### src/rtl/pipe_pkg.sv
// Shared types for the pipeline register stage.
package pipe_pkg;

  typedef enum logic [1:0] {
    EMPTY = 2'd0,
    HALF  = 2'd1,
    FULL  = 2'd2
  } pipe_state_e;

endpackage

### src/rtl/pipe_stage.sv
// Two-entry pipeline stage (main + skid register) with flush, ctrl gating and a
// saturating stall counter. in_ready depends only on registered state.
module pipe_stage
  import pipe_pkg::*;
#(
  parameter int unsigned DATA_W        = 32,
  parameter int unsigned CTRL_W        = 8,
  parameter int unsigned CNT_W         = 16,
  parameter bit          ZERO_ON_FLUSH = 1'b1
) (
  input  logic              clk,
  input  logic              rst,
  input  logic              in_valid,
  output logic              in_ready,
  input  logic [DATA_W-1:0] in_data,
  input  logic [CTRL_W-1:0] in_ctrl,
  input  logic              flush,
  output logic              out_valid,
  input  logic              out_ready,
  output logic [DATA_W-1:0] out_data,
  output logic [CTRL_W-1:0] out_ctrl,
  output logic [1:0]        occupancy,
  output logic [CNT_W-1:0]  stall_cnt
);

  pipe_state_e       state_q, state_d;
  logic [DATA_W-1:0] main_data_q, main_data_d, skid_data_q, skid_data_d;
  logic [CTRL_W-1:0] main_ctrl_q, main_ctrl_d, skid_ctrl_q, skid_ctrl_d;
  logic [CNT_W-1:0]  stall_q, stall_d;
  logic              in_fire, out_fire;

  assign in_ready  = (state_q != FULL);
  assign out_valid = (state_q != EMPTY);
  assign out_data  = main_data_q;
  assign out_ctrl  = out_valid ? main_ctrl_q : '0;
  assign stall_cnt = stall_q;
  assign in_fire   = in_valid & in_ready;
  assign out_fire  = out_valid & out_ready;

  always_comb begin
    unique case (state_q)
      HALF:    occupancy = 2'd1;
      FULL:    occupancy = 2'd2;
      default: occupancy = 2'd0;
    endcase
  end

  always_comb begin
    state_d     = state_q;
    main_data_d = main_data_q;
    main_ctrl_d = main_ctrl_q;
    skid_data_d = skid_data_q;
    skid_ctrl_d = skid_ctrl_q;

    unique case (state_q)
      EMPTY: begin
        if (in_fire) begin
          main_data_d = in_data;
          main_ctrl_d = in_ctrl;
          state_d     = HALF;
        end
      end
      HALF: begin
        if (in_fire && out_fire) begin
          main_data_d = in_data;
          main_ctrl_d = in_ctrl;
        end else if (in_fire) begin
          skid_data_d = in_data;
          skid_ctrl_d = in_ctrl;
          state_d     = FULL;
        end else if (out_fire) begin
          state_d = EMPTY;
        end
      end
      FULL: begin
        if (out_fire) begin
          main_data_d = skid_data_q;
          main_ctrl_d = skid_ctrl_q;
          state_d     = HALF;
        end
      end
      default: state_d = EMPTY;
    endcase

    // Flush overrides everything, including an entry accepted this cycle.
    if (flush) begin
      state_d = EMPTY;
      if (ZERO_ON_FLUSH) begin
        main_data_d = '0;
        main_ctrl_d = '0;
        skid_data_d = '0;
        skid_ctrl_d = '0;
      end
    end
  end

  always_comb begin
    stall_d = stall_q;
    if (out_valid && !out_ready && (stall_q != {CNT_W{1'b1}})) begin
      stall_d = stall_q + 1'b1;
    end
  end

  always_ff @(posedge clk or negedge rst) begin
    if (!rst) begin
      state_q     <= EMPTY;
      main_data_q <= '0;
      main_ctrl_q <= '0;
      skid_data_q <= '0;
      skid_ctrl_q <= '0;
      stall_q     <= '0;
    end else begin
      state_q     <= state_d;
      main_data_q <= main_data_d;
      main_ctrl_q <= main_ctrl_d;
      skid_data_q <= skid_data_d;
      skid_ctrl_q <= skid_ctrl_d;
      stall_q     <= stall_d;
    end
  end

endmodule

### config.mk
export PLATFORM = sky130hd
export DESIGN_NAME = pipe_stage
export DESIGN_NICKNAME = d
export VERILOG_FILES = /design/src/rtl/pipe_pkg.sv /design/src/rtl/pipe_stage.sv
export SDC_FILE = /design/constraint.sdc
export NUM_CORES = 1
export LEC_CHECK = 0
export CAP_MARGIN = 20
export CORE_MARGIN = 2
export CORE_UTILIZATION = 63
export DETAILED_ROUTE_END_ITERATION = 8
export DONT_BUFFER_PORTS = 1
export GPL_ROUTABILITY_DRIVEN = 0
export PLACE_DENSITY_LB_ADDON = 0.05
export RECOVER_POWER = 25
export SETUP_SLACK_MARGIN = 0.4
export SYNTH_ARGS = -nofsm -noshare
export SYNTH_HDL_FRONTEND = slang
export SYNTH_SLANG_ARGS = --single-unit
### constraint.sdc
create_clock -name clk -period 2.42 [get_ports clk]
set_input_delay 0 -clock clk [delete_from_list [all_inputs] [get_ports clk]]
set_output_delay 0 -clock clk [all_outputs]
set_load 0.005 [all_outputs]
-- Yosys cells after proc, flatten, opt, wreduce, memory -nomap -nowiden
Cells that the tools add are included.
- bits in registers: 98
- bits of input ports: 45
- output and inout bits: 60
- logic and storage cells: 56
- add/sub/neg operators: 1
- equality and inequality tests: 10
- muxes and demuxes: 25
- bitwise logic cells: 2
- reductions and logical operators: 12
- operators with widths (kind ; count):
    2-to-1 mux 32 bit ; 7
    one-hot mux 32 bit (3 select lines) ; 1
    2-to-1 mux 8 bit ; 8
    one-hot mux 8 bit (3 select lines) ; 1
    adder 16 x 1 -> 16 bit (second input constant) ; 1
    != test 16 bit (second input constant) ; 1
    2-to-1 mux 2 bit ; 6
    != test 3 bit (second input constant) ; 4
    AND reduction 4 bit ; 2
    one-hot mux 2 bit (3 select lines) ; 1
    nonzero test 2 bit ; 3
    != test 2 bit (second input constant) ; 2
    != test 4 bit (second input constant) ; 1
    one-hot mux 2 bit (2 select lines) ; 1
    nonzero test 4 bit ; 1
    logical AND 1 bit ; 3
    AND reduction 3 bit ; 1
    AND 1 bit ; 2
    equality test 2 x 1 -> 1 bit (second input constant) ; 1
    equality test 2 bit (second input constant) ; 1
    logical NOT 2 bit ; 1
    logical NOT 1 bit ; 1

-- Longest topological paths before layout
Gate-level depths: netlist of run 1.
- word-level depth: 7
- depth in mapped cells: 5
- mapped depth without buffers: 5

-- Worst setup path after synthesis of run 1
No wires, ideal clock.
- path kind: flip-flop to flip-flop
- start point: register stall_q[0], in the netlist stall_cnt[0]
- end point: register stall_q[1], in the netlist stall_cnt[1]
- library setup time: 0.128 ns
- arrival time: 1.604 ns
- required time: 2.292 ns
- setup slack: 0.689 ns
- stages on the path, launching flop included: 6
- path buffers: 0
- path through: dfrtp_1 > ha_1 > nand4_2 > nor4_4 > nor2_2 > mux2_1
- word-level cells in the longest chain between the ends: 2
- RTL lines (element ; line ; RTL):
    start, declared ; pipe_stage.sv:29 ; logic [CNT_W-1:0] stall_q, stall_d;
    start signal, assigned ; pipe_stage.sv:118 ; stall_q <= stall_d;
    parallel branches: the longest is 2 deep, another holds adder 16 x 1 -> 16 bit ; - ;
Several ways; the timed one is not identified.
A chain may end at the register's enable or synchronous reset.

-- Worst setup path after layout of run 1
- start point: register state_q[1]
- end point: register skid_data_q[2]
- word-level cells in the longest chain between the ends: 5
- RTL lines (element ; line ; RTL):
    start, declared ; pipe_stage.sv:26 ; pipe_state_e state_q, state_d;
    start signal, assigned ; pipe_stage.sv:113 ; state_q <= state_d;
    != test 2 bit / nonzero test 2 bit (equally long branches) ; pipe_stage.sv:32, pipe_stage.sv:33 ;
    AND 1 bit (on tied branches) ; pipe_stage.sv:37, pipe_stage.sv:38 ;
    logical AND 1 bit ; pipe_stage.sv:64 ; if (in_fire && out_fire) begin
    != test 2 bit (no line) ; - ;
    AND reduction 3 bit (no line) * ; - ;
    end signal, assigned ; pipe_stage.sv:116 ; skid_data_q <= skid_data_d;
    end, declared ; pipe_stage.sv:27 ; logic [DATA_W-1:0] main_data_q, main_data_d, skid_data_q, skid_data_d;
Mark *: on every way between the ends. The rest lies on a longest branch, timed or not.

==> results.py, run 1 <==
metrics = {
    "detailed_routing": {
        "first_iter_violations": 245,
        "drc": 0,
        "wl_per_cell_um": 16.95,
        "dr.pass1.iters": 5,
        "num_vias": 3344,
        "wl_um": 9900,
        "drtAntennaViolNets": 0,
        "viasPerCell": 5.726,
    },
    "sta": {
        "finalCritPeriodShare": 0.7832,
        "worstMarginPinSlew_ps": 923.6,
        "tns_ps": 0,
        "slew-limit-headroom": 0.3830,
        "whs_ps": -669.1,
        "rsz0062_at_grt": "false",
        "max_freq_ghz": 0.5276,
        "fin_crit_ps": 1895,
        "slew_viol_final": 0,
        "timing.final.hold_violations": 98,
        "skew_ps": 8.911,
        "setup_viol_count_final": 0,
    },
    "die": {
        "die_w_um": 89.18,
        "die_h_um": 89.18,
        "num_rows": 31,
        "pin_count": 105,
        "coreArea_mm2": 0.007137,
        "fp.dieArea_mm2": 0.007952,
        "start_util": 0.6404,
    },
    "power_and_ir_drop": {
        "leakage_nw": 2.173,
        "clock_power_share": 0.336,
        "power.density_mw_per_mm2": 639.6,
        "internal_power_mw": 2.521,
        "seq_power_share": 0.555,
        "power_mw": 3.396,
        "peakVddDrop_uv": 440.1,
        "swShare": 0.2577,
        "p_sw_mw": 0.8751,
        "comb_power_share": 0.109,
    },
    "synthesis": {
        "netlist_area_mm2": 0.004571,
        "yosys.area.top_type": "dfrtp_1",
        "synth_top_area_frac": 0.5365,
        "synthesis.instances": 447,
        "syn-num-nets": 493,
        "ys_ff_latch": 98,
        "syn-mean-instance-area_um2": 10.23,
        "synthFlopType": "dfrtp_1",
        "ys_types": 39,
        "ys_seq_area_frac": 0.5365,
        "ys_warn_count": 0,
        "synth_area_leaders": "dfrtp_1 (54%), nand2_1 (10%), mux2i_1 (8.8%), o31ai_1 (6.6%), a21oi_1 (4.7%)",
        "synth_edf_count": 0,
        "postSynth.asyncResetShare": 1.000,
    },
    "global_routing": {
        "overflow": 0,
        "grt_pass1_wl_um": 15730,
        "grt_usage": 0.2565,
        "first_global_vias": 3215,
        "antenna_found_initial": 0,
        "grt_max_degree": 99,
    },
    "clock_tree": {
        "cts_tree": "done",
        "cts_buffers": 9,
        "clk_pin_slew_worst_paths_ps": 90,
        "cts_sinks": 98,
        "postCtsHoldBufs": 47,
        "cts_max_level": 3,
        "clockRootBuffer": "clkbuf_8",
        "cts_buffer_depth": 2,
        "post-cts-setup-buffers": 0,
        "clk_latency_ps": 360,
    },
    "critical_path": {
        "ff2ff_setup_slack_ps": 520,
        "crit_path_start_kind": "flip-flop",
        "path_max_fanout": 8,
        "crit_type": "flip-flop to flip-flop",
        "crit_family": "buffers and inverters",
        "crit_buf_inv": 2,
        "cp_slowest_stage_delay_ps": 550,
        "critPathSlowestCell": "dlygate4sd3_1",
        "required_ps": 2700,
        "end_kind": "flip-flop",
        "crit_chain": "nor2b_4 -> nor3b_2 -> buf_4 -> nand2_1 -> dlygate4sd3_1 -> a21oi_1",
        "cp.arrival_ps": 2170,
    },
    "cells_and_area": {
        "regArea_mm2": 0.002452,
        "final_nets": 526,
        "fillers": 525,
        "layout-drive-gt1-share": 0.07629,
        "multi_input_area_mm2": 0.001939,
        "antenna_cells": 0,
        "final_cells": 584,
        "synthToLayoutAreaGrowth_pct": 16.15,
    },
    "placement": {
        "dp_hpwl_um": 5619,
        "placed_cells": 521,
        "portBuffers": 0,
    },
    "hold_path": {
        "min_path_type": "input pin to async pin",
    },
    "status": {
        "violations": "hold timing",
        "status": "complete, but fails checks",
    },
    "flow_run": {
        "drv_cap": 0,
    },
}
## final timing paths
path,start,to,cells past startpoint
min in group clk,flush,skid_ctrl_q[1],2
worst max-delay path,state_q[1],skid_data_q[2],6
worst min-delay path,rst,stall_cnt[14],0
worst min register to register,main_ctrl_q[6],main_ctrl_q[6],2
worst max register to register,state_q[1],skid_data_q[2],6
max in group asynchronous,rst,main_ctrl_q[7],0
## cells in the mapped netlist, drive strengths merged (2+ instances only)
library cell / instances
a21oi: 43
and4: 2
buf: 17
clkbuf: 14
dfrtp: 98
inv: 3
mux2: 2
mux2i: 40
nand2: 125
nand3: 7
nand4: 4
nor2: 4
nor2b: 10
nor3: 4
nor3b: 2
nor4: 5
o31ai: 40
xnor2: 4
xor2: 10
## power by group through the flow
stage,logic [mW],clock network [mW],registers (mW)
floorplan,0.260,0,1.88
CTS,0.367,1.16,1.88
finish,0.369,1.14,1.88
global placement,0.266,0,1.91
global route,0.416,1.23,1.91
detailed placement,0.275,0,1.92
## flip-flops by register name, indices dropped and copies added, names as in the netlist
register	count
main_ctrl_q	8
stall_cnt	16
skid_data_q	32
skid_ctrl_q	8
out_data	32
state_q	2
## layout by cell type, fill, tap and decap left out, drive strengths merged, types with 5 or more instances in the layout
master       count
a21oi           43
buf              7
clkbuf          13
dfrtp           98
dlygate4sd3     46
mux2i           40
nand2          125
nand3            7
nor2b           10
nor4             5
o31ai           40
xor2            10
## kinds of logic after synthesis
group                    after synthesis  share of synthesized area
XOR/XNOR                              14                    0.02683
AND/OR/NAND/NOR                      171                     0.1727
flip-flops                            98                     0.5365
adder cells (fa/ha/maj)                1                   0.002737
multiplexers                          42                    0.09253
AO/OA/AOI/OAI                         87                     0.1251
buffers and inverters                 34                    0.04353
## stage by stage
stage / instance area, um2 / utilization / setup WS (ps) / hold slack [ps]
floorplan: 4571 / - / 688.6 / -295.6
global route: 5309 / 0.7439 / 400.5 / -687.9
finish: 5309 / 0.7439 / 524.6 / -669.1
detailed placement: 4589 / 0.6431 / 482.9 / -293.5
CTS: 5301 / 0.7428 / 415.3 / -682.9
global placement: 4589 / 0.6431 / 533.6 / -293.7
## what timing repair did
item                                    4_1_cts  5_1_grt
gates resized for setup                       0        2
endpoints found under the hold margin       180       98
endpoints found under the setup margin        0        5
## layout make-up
class                           instances  share of cell area
Sequential cell                        98              0.4619
Clock buffer                           13             0.03370
Clock inverter                          3            0.008485
Inverter                                3            0.002121
Tap cell                               99             0.02333
Multi-Input combinational cell        315              0.3653
Timing Repair Buffer                   53              0.1051
## routing by layer
| layer | routed length [um] | GRT usage | share of wire | up-vias |
|---|---|---|---|---|
| li1 | - | - | - | 1607 |
| met3 | 567 | 0.06094 | 0.057 | 8 |
| met1 | 4245 | 0.3467 | 0.43 | 1639 |
| met2 | 4989 | 0.4175 | 0.50 | 90 |
| met4 | 97 | 0.07463 | 0.0098 | 0 |
| met5 | 0 | 0 | 0 | - |
Note: power is estimated with default switching activity, not from simulation.
==> run 2, diff against run 1 <==
- ABC_AREA: not set -> 1
- CORE_UTILIZATION: 63 -> 57
- clock period: 2.42 -> 1.7 ns (I/O delays scaled with it)
==> run 2 against run 1 <==
  * First-iteration DRC count grew 42%
  * Core utilization grew 2.0 points
  * Register-to-register slack lost 320 ps
  * Wire length grew 40%
  * Critical path type unchanged
  * The flow still finishes with violations (hold timing)
  * Die area is 19% higher
  * Sequential share of layout area decreased by 7.3 points
  * Via count is 42% higher
  * Clock-buffer cell count shrank 2
==> results.py, run 2 <==
metrics = {
    "placement": {
        "placed_cell_area_mm2": 0.005161,
        "dp_hpwl_um": 7874,
        "portBuffers": 0,
        "post-place-ws_ps": 56.01,
    },
    "critical_path": {
        "crit_type": "flip-flop to flip-flop",
        "end_kind": "flip-flop",
        "rr_startpoint": "state_q[0]",
        "path_max_fanout": 19,
        "worstReg2RegEnd": "out_data[14]",
        "cp.arrival_ps": 1790,
        "required_ps": 1990,
        "ff2ff_setup_slack_ps": 200,
        "crit_path_start_kind": "flip-flop",
        "r2r.worst_path.cells": 9,
    },
    "die": {
        "start_util": 0.5957,
        "num_rows": 33,
        "coreArea_mm2": 0.008299,
        "fp.dieArea_mm2": 0.009433,
        "pin_count": 105,
        "die_w_um": 97.13,
        "die_h_um": 97.13,
    },
    "global_routing": {
        "grt_pass1_wl_um": 22250,
        "first_global_vias": 4616,
        "grt_usage": 0.2875,
        "grt_max_degree": 99,
        "antenna_found_initial": 0,
        "overflow": 0,
    },
    "clock_tree": {
        "clk_latency_ps": 360,
        "cts_buffer_depth": 2,
        "cts_max_level": 3,
        "postCtsHoldBufs": 44,
        "cts_buffers": 9,
        "clk_pin_slew_worst_paths_ps": 90,
        "cts_tree": "done",
        "clockRootBuffer": "clkbuf_8",
        "cts_sinks": 98,
    },
    "power_and_ir_drop": {
        "power.density_mw_per_mm2": 895.7,
        "comb_power_share": 0.199,
        "peakVddDrop_uv": 460.2,
        "seq_power_share": 0.487,
        "swShare": 0.2915,
        "p_sw_mw": 1.655,
        "internal_power_mw": 4.021,
        "leakage_nw": 2.907,
        "clock_power_share": 0.314,
        "power_mw": 5.676,
    },
    "detailed_routing": {
        "viasPerCell": 5.656,
        "dr.pass1.iters": 6,
        "drtAntennaViolNets": 0,
        "num_vias": 4740,
        "drc": 0,
        "wl_um": 13900,
        "first_iter_violations": 347,
        "wl_per_cell_um": 16.58,
    },
    "sta": {
        "rsz0062_at_grt": "true",
        "tns_ps": 0,
        "slew_viol_final": 0,
        "setup_viol_count_final": 0,
        "finalCritPeriodShare": 0.8809,
        "timing.final.hold_violations": 98,
        "max_freq_ghz": 0.6677,
        "skew_ps": 12.10,
        "worstMarginPinSlew_ps": 375.9,
        "slew-limit-headroom": 0.7494,
        "fin_crit_ps": 1498,
        "layout_setup_ws_ps": 202.4,
        "whs_ps": -670.7,
    },
    "synthesis": {
        "yosys.area.top_type": "dfrtp_1",
        "synth_edf_count": 0,
        "netlist_top_cells_count": "nand2_1 (233), dfrtp_1 (98), nand3_1 (90), inv_1 (65), a21oi_1 (41)",
        "ys_warn_count": 0,
        "ys_types": 20,
        "synth_top_area_frac": 0.4961,
        "synthesis.instances": 668,
        "synth_area_leaders": "dfrtp_1 (50%), nand2_1 (18%), nand3_1 (9.1%), inv_1 (4.9%), a21oi_1 (4.2%)",
        "ys_ff_latch": 98,
        "postSynth.asyncResetShare": 1.000,
        "syn-mean-instance-area_um2": 7.400,
        "netlist_area_mm2": 0.004943,
        "ys_seq_area_frac": 0.4961,
        "synth.most_common_cell": "nand2_1",
        "syn-num-nets": 714,
        "synthFlopType": "dfrtp_1",
    },
    "cells_and_area": {
        "antenna_cells": 0,
        "final_nets": 774,
        "design_area_mm2": 0.006337,
        "layout_common_cells": "nand2_1 (213), dfrtp_1 (90), nand3_1 (81), inv_1 (63), dlygate4sd3_1 (43)",
        "final_util": 0.7636,
        "final_common_cell": "nand2_1",
        "layout-drive-gt1-share": 0.1651,
        "synthToLayoutAreaGrowth_pct": 28.20,
    },
    "hold_path": {
        "min_path_type": "input pin to async pin",
    },
    "flow_run": {
        "drv_cap": 0,
    },
    "status": {
        "status": "complete, but fails checks",
        "violations": "hold timing",
    },
}
run 2: timing repair:
action                                  4_1_cts  5_1_grt
resized for setup                            32       53
gates cloned                                  2        4
setup buffers                                 5        8
pin swaps                                     7        6
endpoints found under the setup margin      101      107
endpoints found under the hold margin       196       98
run 2: power by group through the flow:
stage / clock network, mW / registers, mW / logic [mW]
floorplan: 0 / 2.74 / 0.582
global placement: 0 / 2.77 / 0.749
detailed placement: 0 / 2.78 / 0.774
CTS: 1.79 / 2.74 / 0.972
global route: 1.89 / 2.79 / 1.24
finish: 1.78 / 2.76 / 1.13
run 2: kinds of logic (layout without fill, tap and decap cells):
logic type,after synthesis,in the layout,synth area share
simple gates,362,363,0.3025
buf+inv,108,171,0.09086
flops,98,98,0.4961
compound gates,92,93,0.09567
xor+xnor,7,7,0.01240
fa+ha+maj,1,1,0.002531
run 2: worst max-delay path by stage:
stage / slack, ps / start / end
final: 200 / state_q[0] / out_data[14]
after global routing: 130 / state_q[0] / out_data[30]
after CTS: 260 / state_q[0] / main_ctrl_q[0]
after detailed placement: 60 / state_q[1] / stall_cnt[4]
after global placement: 90 / state_q[1] / stall_cnt[0]
after floorplan: 350 / stall_cnt[0] / stall_cnt[3]
run 2: routing by layer:
layer,share of wire,track usage,up-vias
met2,0.50,0.4872,181
met1,0.42,0.3770,2297
met4,0.0098,0.08559,0
met5,0,0,-
li1,-,-,2250
met3,0.077,0.05540,12
run 2: layout make-up:
type	instances	area [um2]
clock buffer	11	131.4
clock inverter	5	102.6
fill	609	1962
inverter	68	262.8
multi-input combinational	464	2332
sequential	98	2462
tap	105	131.4
timing repair buffer	87	914.6
run 2: per-stage QoR:
| stage | hold slack [ps] | std cells |
|---|---|---|
| floorplan | -295.6 | 668 |
| global placement | -293.1 | 759 |
| detailed placement | -293.2 | 759 |
| CTS | -688.5 | 826 |
| global route | -692.7 | 838 |
| finish | -670.7 | 838 |
run 2: critical path: stages, from the launching register on:
cell,delay [ps]
dfrtp_1,430
buf_4,160
nor2_4,160
nand3_2,120
nand2_2,120
inv_4,70
nand2_4,110
buf_12,160
nand2_1,70
nand2_1,60
